===== config.mk =====
export PLATFORM = sky130hd
export DESIGN_NAME = cntry_sensor_flat
export DESIGN_NICKNAME = d
export VERILOG_FILES = /design/src/rtl/sig_pkg.sv /design/src/rtl/cntry_sensor_if.sv /design/src/rtl/loop_debounce.sv /design/src/rtl/cntry_sensor.sv /design/src/flat_wrapper.sv
export SDC_FILE = /design/constraint.sdc
export NUM_CORES = 1
export LEC_CHECK = 0
export BUFFER_PORTS_ARGS = -buffer_cell sky130_fd_sc_hd__buf_4
export CORE_UTILIZATION = 46
export DETAILED_ROUTE_END_ITERATION = 8
export PLACE_DENSITY = 0.66
export SLEW_MARGIN = 20
export SYNTH_ARGS = -nofsm -noshare
export SYNTH_HDL_FRONTEND = slang
export SYNTH_SLANG_ARGS = --single-unit

===== constraint.sdc =====
create_clock -name clock -period 1.8 [get_ports clock]
set_input_delay 0.27 -clock clock [delete_from_list [all_inputs] [get_ports clock]]
set_output_delay 0.27 -clock clock [all_outputs]
set_load 0.005 [all_outputs]

===== src/rtl/sig_pkg.sv =====
// sig_pkg -- shared definitions for the traffic-signal blocks.
//   light_t       : 2-bit light code driven by the signal controller
//   RED/YELLOW/GREEN : light code values
//   sens_state_e  : country-road sensor request states
package sig_pkg;

   typedef logic [1:0] light_t;

   localparam light_t RED    = 2'd0;
   localparam light_t YELLOW = 2'd1;
   localparam light_t GREEN  = 2'd2;

   typedef enum logic [1:0] {
      IDLE  = 2'd0,
      ARMED = 2'd1,
      SERVE = 2'd2,
      HOLD  = 2'd3
   } sens_state_e;

endpackage


===== src/rtl/cntry_sensor_if.sv =====
// cntry_sensor_if -- signals between loop pad, signal controller and the
// country-road sensor.
//   loop    : raw inductive-loop detector (asynchronous)
//   hwy     : highway light code observed from the controller
//   cntry   : country light code observed from the controller
//   X       : car-waiting request to the controller
//   car_cnt : cars counted in the current request episode
//   stuck   : stuck-sensor flag
// master = sensor side, slave = controller / pad side.
interface cntry_sensor_if #(
   parameter int CNT_W = 8
);
   import sig_pkg::*;

   logic             loop;
   light_t           hwy;
   light_t           cntry;
   logic             X;
   logic [CNT_W-1:0] car_cnt;
   logic             stuck;

   modport master (input loop, hwy, cntry, output X, car_cnt, stuck);
   modport slave  (output loop, hwy, cntry, input X, car_cnt, stuck);

endinterface


===== src/rtl/loop_debounce.sv =====
// loop_debounce -- two-flop synchronizer plus debounce filter for the loop
// detector.
//   clock    : rising-edge clock
//   clear_n  : asynchronous active-low reset
//   loop     : raw loop input, asynchronous to clock
//   presence : debounced vehicle presence
//   arrive   : one-cycle pulse in the first cycle presence reads 1
module loop_debounce #(
   parameter int DEBOUNCE = 4
) (
   input  logic clock,
   input  logic clear_n,
   input  logic loop,
   output logic presence,
   output logic arrive
);

   localparam int DW = $clog2(DEBOUNCE + 1);

   logic          s1, s2;
   logic [DW-1:0] db_cnt;

   always_ff @(posedge clock or negedge clear_n) begin
      if (!clear_n) begin
         s1       <= 1'b0;
         s2       <= 1'b0;
         db_cnt   <= '0;
         presence <= 1'b0;
         arrive   <= 1'b0;
      end else begin
         s1     <= loop;
         s2     <= s1;
         arrive <= 1'b0;
         if (s2 != presence) begin
            // the edge whose increment would reach DEBOUNCE flips presence
            if (db_cnt == DW'(DEBOUNCE - 1)) begin
               presence <= s2;
               arrive   <= s2;
               db_cnt   <= '0;
            end else begin
               db_cnt <= db_cnt + DW'(1);
            end
         end else begin
            db_cnt <= '0;
         end
      end
   end

endmodule


===== src/rtl/cntry_sensor.sv =====
// cntry_sensor -- country-road vehicle detector feeding the controller's X
// input. Debounces the loop, counts cars per request episode, releases X on
// a traffic gap / green cap / end of country phase, and enforces a minimum
// highway green before requesting again.
//   clock   : rising-edge clock
//   clear_n : asynchronous active-low reset
//   bus     : cntry_sensor_if.master (loop, hwy, cntry in; X, car_cnt, stuck out)
// Optional feature: define STUCK_DET_EN to build the stuck-sensor detector;
// otherwise stuck is tied to 0.
module cntry_sensor
   import sig_pkg::*;
#(
   parameter int DEBOUNCE     = 4,
   parameter int GAP          = 8,
   parameter int MAX_GREEN    = 32,
   parameter int MIN_HWY      = 16,
   parameter int CNT_W        = 8,
   parameter int STUCK_CYCLES = 256
) (
   input  logic           clock,
   input  logic           clear_n,
   cntry_sensor_if.master bus
);

   localparam int GW = $clog2(GAP + 1);
   localparam int MW = $clog2(MAX_GREEN + 1);
   localparam int HW = $clog2(MIN_HWY + 1);

   if (DEBOUNCE < 1 || GAP < 1 || MAX_GREEN < 1 || MIN_HWY < 1 || STUCK_CYCLES < 1)
   begin : g_param_chk
      $error("cntry_sensor: timing parameters must be >= 1");
   end

   sens_state_e      state;
   logic [GW-1:0]    gap_cnt;
   logic [MW-1:0]    green_cnt;
   logic [HW-1:0]    hold_cnt;
   logic [CNT_W-1:0] car_cnt;
   logic             pend;
   logic             presence, arrive;
   logic             stuck_blk;
   logic             hwy_window;

   loop_debounce #(.DEBOUNCE(DEBOUNCE)) u_db (
      .clock    (clock),
      .clear_n  (clear_n),
      .loop     (bus.loop),
      .presence (presence),
      .arrive   (arrive)
   );

`ifdef STUCK_DET_EN
   localparam int SW = $clog2(STUCK_CYCLES + 1);
   logic [SW-1:0] stuck_cnt;
   logic          stuck_q;

   always_ff @(posedge clock or negedge clear_n) begin
      if (!clear_n) begin
         stuck_cnt <= '0;
         stuck_q   <= 1'b0;
      end else if (!presence) begin
         stuck_cnt <= '0;
         stuck_q   <= 1'b0;
      end else if (!stuck_q) begin
         if (stuck_cnt == SW'(STUCK_CYCLES - 1))
            stuck_q <= 1'b1;
         stuck_cnt <= stuck_cnt + SW'(1);
      end
   end

   assign stuck_blk = stuck_q;
`else
   assign stuck_blk = 1'b0;
`endif

   // highway actually flowing while the country side is stopped
   assign hwy_window = (bus.hwy == GREEN) && (bus.cntry == RED);

   always_ff @(posedge clock or negedge clear_n) begin
      if (!clear_n) begin
         state     <= IDLE;
         gap_cnt   <= '0;
         green_cnt <= '0;
         hold_cnt  <= '0;
         car_cnt   <= '0;
         pend      <= 1'b0;
      end else begin
         case (state)
            IDLE: begin
               if (presence && !stuck_blk) begin
                  state   <= ARMED;
                  car_cnt <= CNT_W'(1);
               end
            end
            ARMED: begin
               gap_cnt   <= '0;
               green_cnt <= '0;
               if (arrive && car_cnt != '1)
                  car_cnt <= car_cnt + CNT_W'(1);
               if (bus.cntry == GREEN)
                  state <= SERVE;
            end
            SERVE: begin
               green_cnt <= green_cnt + MW'(1);
               gap_cnt   <= presence ? '0 : gap_cnt + GW'(1);
               // an arrival on the exit edge still belongs to this episode
               if (arrive && car_cnt != '1)
                  car_cnt <= car_cnt + CNT_W'(1);
               if (bus.cntry != GREEN ||
                   green_cnt == MW'(MAX_GREEN - 1) ||
                   (!presence && gap_cnt == GW'(GAP - 1))) begin
                  state    <= HOLD;
                  hold_cnt <= '0;
                  pend     <= 1'b0;
               end
            end
            HOLD: begin
               if (arrive)
                  pend <= 1'b1;
               if (!hwy_window) begin
                  hold_cnt <= '0;
               end else if (hold_cnt == HW'(MIN_HWY - 1)) begin
                  hold_cnt <= '0;
                  pend     <= 1'b0;
                  if ((presence || pend) && !stuck_blk) begin
                     state   <= ARMED;
                     car_cnt <= CNT_W'(1);
                  end else begin
                     state <= IDLE;
                  end
               end else begin
                  hold_cnt <= hold_cnt + HW'(1);
               end
            end
            default: state <= IDLE;
         endcase
      end
   end

   assign bus.X       = (state == ARMED) || (state == SERVE);
   assign bus.car_cnt = car_cnt;
   assign bus.stuck   = stuck_blk;

endmodule

===== src/flat_wrapper.sv =====
// flat-port wrapper written by rule: the top's interface ports become plain ports
module cntry_sensor_flat import sig_pkg::*;
#(
   parameter int DEBOUNCE     = 4,
   parameter int GAP          = 8,
   parameter int MAX_GREEN    = 32,
   parameter int MIN_HWY      = 16,
   parameter int CNT_W        = 8,
   parameter int STUCK_CYCLES = 256
)
  (clock, clear_n, bus_loop, bus_hwy, bus_cntry, bus_X, bus_car_cnt, bus_stuck);
  cntry_sensor_if #(.CNT_W(CNT_W)) bus_i ();
  input  logic clock;
  input  logic clear_n;
  input wire logic [$bits(bus_i.loop)-1:0] bus_loop;
  input wire logic [$bits(bus_i.hwy)-1:0] bus_hwy;
  input wire logic [$bits(bus_i.cntry)-1:0] bus_cntry;
  output wire logic [$bits(bus_i.X)-1:0] bus_X;
  output wire logic [$bits(bus_i.car_cnt)-1:0] bus_car_cnt;
  output wire logic [$bits(bus_i.stuck)-1:0] bus_stuck;
  assign bus_i.loop = bus_loop;
  assign bus_i.hwy = bus_hwy;
  assign bus_i.cntry = bus_cntry;
  assign bus_X = bus_i.X;
  assign bus_car_cnt = bus_i.car_cnt;
  assign bus_stuck = bus_i.stuck;
  cntry_sensor #(.DEBOUNCE(DEBOUNCE), .GAP(GAP), .MAX_GREEN(MAX_GREEN), .MIN_HWY(MIN_HWY), .CNT_W(CNT_W), .STUCK_CYCLES(STUCK_CYCLES)) u_core (.clock(clock), .clear_n(clear_n), .bus(bus_i));
endmodule

# Yosys cells after proc, flatten, opt, wreduce, memory -nomap -nowiden
# Cells that the tools add are included.
[totals] inputBits=7 wordCells=81 out_inout_bits=10 ff_bits=33
[op_classes] addsub=5 n_mux=29 n_reduce_logical=17 eq_ne=19
[op_table] op="2-to-1 mux 8 bit" n=5
[op_table] op="case mux 8 bit (3 select lines)" n=1
[op_table] op="2-to-1 mux 5 bit" n=3
[op_table] op="inequality test 2 x 1 -> 1 bit, second input constant" n=6
[op_table] op="case mux 6 bit (2 select lines)" n=1
[op_table] op="2-to-1 mux 2 bit" n=5
[op_table] op="case mux 5 bit (2 select lines)" n=1
[op_table] op="AND reduction 5 bit" n=2
[op_table] op="adder 8 x 1 -> 8 bit, second input constant" n=1
[op_table] op="equality test 2 bit, second input constant" n=4
[op_table] op="inequality test 8 bit, second input constant" n=1
[op_table] op="case mux 2 bit (4 select lines)" n=1
[op_table] op="case mux 4 bit (2 select lines)" n=1
[op_table] op="2-to-1 mux 1 bit" n=7
[op_table] op="adder 6 x 1 -> 6 bit, second input constant" n=1
[op_table] op="equality test 6 x 5 -> 1 bit, second input constant" n=1
[op_table] op="2-to-1 mux 3 bit" n=2
[op_table] op="adder 5 x 1 -> 5 bit, second input constant" n=1
[op_table] op="equality test 5 x 4 -> 1 bit, second input constant" n=1
[op_table] op="adder 4 x 1 -> 4 bit, second input constant" n=1
[op_table] op="equality test 4 x 3 -> 1 bit, second input constant" n=1
[op_table] op="zero test 2 bit" n=2
[op_table] op="logical OR 1 bit" n=4
[op_table] op="2-to-1 mux 4 bit" n=1
[op_table] op="11 further kinds" n=16

# Depth between registers and ports, before layout
[logic_depth] depth_word=5 depth_mapped=7 ltp_nobuf=6

# Cells and area by module
# A second synthesis with hierarchy kept.
[hier_totals] cells_unflattened=185 hier_area_um2=1806.7
[by_module_without_submodules] module="cntry_sensor" seq_area_each_um2=650.6 cells_each=170 instances=1 area_per_inst_um2=1550.2
[by_module_without_submodules] module="loop_debounce" seq_area_each_um2=175.2 cells_each=15 instances=1 area_per_inst_um2=256.5

# Least setup slack after synthesis
# No wires, ideal clock.
[synth_timing] path_type="register to register" startpoint="reg u_core.u_db.presence" endpoint="reg u_core.state[0]" n_path_buf=1 arrival_ns=1.653 path_slack_ns=0.017 synth_period_minus_slack_ns=1.783 stages_incl_launch_ff=6 t_required_ns=1.671 setup_ns=0.129 path_cell_list="dfrtp_1 > buf_2 > or4bb_1 > o311ai_0 > o2111ai_1 > o41a_1"
[synth_between] elab_chain_len=5 elab_cells_between_ends=11 cone_classes="2 x eq/ne; 4 x mux; 5 x reduce/logical"
[synth_lines] item="from (decl)" line_no="loop_debounce.sv:14" rtl="output logic presence,"
[synth_lines] item="from (signal assigned)" line_no="loop_debounce.sv:28" rtl="presence <= 1'b0;"
[synth_lines] item="from (signal assigned)" line_no="loop_debounce.sv:37" rtl="presence <= s2;"
[synth_lines] item="logical OR 1 bit / zero test 1 bit (equally long branches)" line_no="cntry_sensor.sv:125, cntry_sensor.sv:111"
[synth_lines] item="2-to-1 mux 1 bit / logical AND 1 bit (equally long branches)" line_no="cntry_sensor.sv:125, cntry_sensor.sv:111"
[synth_lines] item="2-to-1 mux 2 bit / logical OR 1 bit (equally long branches)" line_no="cntry_sensor.sv:122, cntry_sensor.sv:110"
[synth_lines] item="2-to-1 mux 2 bit / inequality test 2 x 1 -> 1 bit (equally long branches)"
[synth_lines] item="case mux 2 bit (4 select lines) / AND reduction 5 bit (equally long branches)"
[synth_lines] item="to (signal assigned)" line_no="cntry_sensor.sv:91" rtl="state <= ARMED;"
[synth_lines] item="to (signal assigned)" line_no="cntry_sensor.sv:126" rtl="state <= ARMED;"
[synth_lines] item="to (signal assigned)" line_no="cntry_sensor.sv:129" rtl="state <= IDLE;"
[synth_lines] item="to (decl)" line_no="cntry_sensor.sv:34" rtl="sens_state_e state;"
# Several ways; a longest one is shown, not always the timed one. The select of a mux whose other input is x is not followed.
# A chain may end at the register's enable or synchronous reset.

# Worst setup path after layout
[layout_timing] startpoint="reg u_core.gap_cnt[1]" endpoint="reg u_core.state[0]"
[layout_between] elab_chain_len=5
[layout_lines] item="from (decl)" line_no="cntry_sensor.sv:35" rtl="logic [GW-1:0] gap_cnt;"
[layout_lines] item="from (signal assigned)" line_no="cntry_sensor.sv:105" rtl="gap_cnt <= presence ? '0 : gap_cnt + GW'(1);"
[layout_lines] item="equality test 4 x 3 -> 1 bit" line_no="cntry_sensor.sv:111" rtl="(!presence && gap_cnt == GW'(GAP - 1))) begin"
[layout_lines] item="logical AND 1 bit" line_no="cntry_sensor.sv:111"
[layout_lines] item="logical OR 1 bit" line_no="cntry_sensor.sv:110" rtl="green_cnt == MW'(MAX_GREEN - 1) ||"
[layout_lines] item="inequality test 2 x 1 -> 1 bit (no line)"
[layout_lines] item="AND reduction 5 bit (no line)"
[layout_lines] item="to (signal assigned)" line_no="cntry_sensor.sv:112" rtl="state <= HOLD;"
[layout_lines] item="to (signal assigned)" line_no="cntry_sensor.sv:126"
[layout_lines] item="to (signal assigned)" line_no="cntry_sensor.sv:129"
# No other way between the ends.

==> reports/metrics.cfg <==
[outcome]
status = completed

[finish]
postLayoutCellArea_um2 = 2240
fin_nets = 238
fill_cells = 308
stdcell_count = 270
syn_to_final_growth_pct = 27.4
layout-drive-gt1-share_pct = 27.5
layout_common_cells = buf_4, dfrtp_1, o21ai_0, inv_1, nand2_1
diodes = 0
layout.cells.most_common = buf_4

[route]
drt_pre_antenna_iters = 4
detail-route-antenna-nets = 0
wl_per_cell_um = 14.6
drt_iter0_markers = 117
drc = 0
viasPerCell = 5.61
via_count = 1516
wirelength_um = 3940

[sta]
rsz0062_at_grt = false
drv_slew = 0
hold_violations = 0
finalSetupViolations = 0
fmax_ghz = 0.570
finClkSkew_ns = 0.00501
min_period_ns = 1.75
period_share_pct = 97.4

[clocking]
cts_made_buffers = 5
insertion_delay_ns = 0.28
htree_num_levels = 2
cts_tree = yes
clkTransAtPathRegs_ns = 0.07
clk_path_buf_depth = 2
clock-sinks = 33
cts-root-buf = clkbuf_8

[place]
dpl-instance-area_um2 = 2030
numPlacedInstances = 255
port-buffer-count = 15
place_congestion = 0.804
dpl.hpwl_um = 2730

[floorplan]
rows = 22
core_area_um2 = 3660
initial_utilization_pct = 48.0
die_y_um = 63.8
ios = 17
die_w_um = 63.8
die_area_um2 = 4070

[power_and_ir_drop]
power_w = 0.00313
p_leak_nw = 0.985
irDropWorstVdd_mv = 0.853
powerDensity_nw_per_um2 = 1400

[synthesis]
yosysUniqueCellTypes = 43
synthCells = 180
yosysWarnings = 0
yosys.area_share.simple_pct = 19.3
syn_area_um2 = 1760
yosys_register_bits = 33
synth.top_cell.area_share_pct = 47.0
synth-compound-area-share_pct = 17.0
synthXorXnorAreaFrac_pct = 1.50
synthArstFlopShare_pct = 100
synth_nets = 197
synth-edff-count = 0
synth_fa_ha_area_share_pct = 7.12
ys_seq_area_share_pct = 47.0
avgSynthCellArea_um2 = 9.76
synth_top_family_by_area = simple AND/OR/NAND/NOR gates
synth_mux_area_share_pct = 3.06
synthTopCellsByArea = dfrtp_1, ha_1, o21ai_0
synth_top_flop_cell = dfrtp_1
yosysTopAreaCell = dfrtp_1

[worst_setup_path]
cp_slowest_stage_delay_ns = 0.47
cp-startpoint = u_core.gap_cnt[1]
path_max_fanout = 3
r2r_start = u_core.gap_cnt[1]
endpoint_kind = flip-flop
worstSetupPathType = reg2reg
critPathSlowestCell = or4bb_4
crit_chain = ha_2, or4bb_4, o311ai_4, o2111ai_2, o41a_1
crit_path_start_kind = flip-flop
required_ns = 1.96
r2r_slack_ns = 0.05
crit_arrival_ns = 1.91

[min_path]
worstHoldPathType = in2reg
min_from = bus_loop

[grt]
first_global_vias = 1457
antenna_found_initial = 0
grt_pass1_wl_um = 6420
grt_usage_pct = 20.6
grt_max_degree = 34
grt-ovfl-total = 0

[run]
drv_cap = 0

==> stage by stage <==
stage               utilization (%)  hold slack [ns]  setup TNS [ns]  setup WS [ns]
floorplan                         -          -0.0256               0         0.0175
global placement               55.5            0.234          -0.529        -0.0994
detailed placement             55.5            0.238          -0.854         -0.148
CTS                            58.8           0.0878       -0.000181      -0.000181
global route                   61.1           0.0787               0        0.00269
finish                         61.1           0.0970               0         0.0466
==> cells in the mapped netlist (all sizes together) (2+ instances only) <==
cell type / number
xnor2: 2
nand2: 13
mux2: 3
nor3b: 4
dfrtp: 33
mux2i: 2
buf: 3
o21ai: 16
clkbuf: 3
inv: 14
nand3: 12
o31ai: 2
nand2b: 4
a21oi: 12
nand4: 6
nor2: 11
ha: 10
nor2b: 3
or3: 2
a31oi: 2
o22ai: 3
o311ai: 2
==> cell type report <==
cell class                      count  area [µm²]  share of cell area (%)
Clock buffer                        6        72.6                    3.24
Clock inverter                      2        10.0                   0.447
Inverter                           14        52.6                    2.35
Multi-Input combinational cell    127         911                    40.7
Sequential cell                    33         826                    36.9
Tap cell                           48        60.1                    2.68
Timing Repair Buffer               40         307                    13.7
==> metal layers <==
metal / GRT usage (%) / wire, µm
met1: 25.3 / 1820
met2: 34.8 / 1950
met3: 4.29 / 120
met4: 8.52 / 54
met5: 0 / 0
==> worst max-delay path, delay by kind of cell, from the launching register on <==
family / cells / cell delay, ns
simple gates: 1 / 0.47
flops: 1 / 0.35
fa+ha+maj: 1 / 0.19
compound gates: 3 / 0.61
==> cells by family (layout without fill, tap and decap cells) <==
kind of cell | count (synthesis) | count (layout)
AND/OR/NAND/NOR | 62 | 62
adder cells (fa/ha/maj) | 10 | 10
buffers and inverters | 20 | 62
AO/OA/AOI/OAI | 46 | 46
XOR/XNOR | 3 | 3
multiplexers | 5 | 5
flip-flops | 33 | 33
other | 1 | 1
==> state kept, by name, summed over array words and instances, names as in the netlist <==
register,cells
u_core.green_cnt,6
u_core.u_db.presence,1
u_core.gap_cnt,4
u_core.u_db.s2,1
u_core.state,2
u_core.hold_cnt,5
u_core.u_db.s1,1
u_core.pend,1
u_core.u_db.db_cnt,3
u_core.u_db.arrive,1
u_core.bus.car_cnt,8
==> where the power goes <==
| part | internal, W | switching [W] | total (W) |
|---|---|---|---|
| Clock | 0.000268 | 0.000260 | 0.000527 |
| Combinational | 0.000782 | 0.000882 | 0.00166 |
| Sequential | 0.000853 | 0.0000825 | 0.000935 |
==> worst paths after layout <==
path                                             end  cells past startpoint
worst max-delay path                 u_core.state[0]                      5
worst min-delay path                  u_core.u_db.s1                      1
worst max register to register       u_core.state[0]                      5
worst min register to register        u_core.u_db.s2                      0
max in group asynchronous       u_core.u_db.presence                      2
min in group asynchronous        u_core.green_cnt[2]                      2
==> what timing repair did <==
| action | CTS | global route |
|---|---|---|
| hold endpoints to repair | 33 | 0 |
| buffers inserted | 1 | 5 |
| resized for setup | 6 | 8 |
| hold buffers | 1 | 0 |
| pin swaps | 3 | 5 |
| endpoints found under the setup margin | 4 | 12 |
Power figures use the tool's default switching activity.
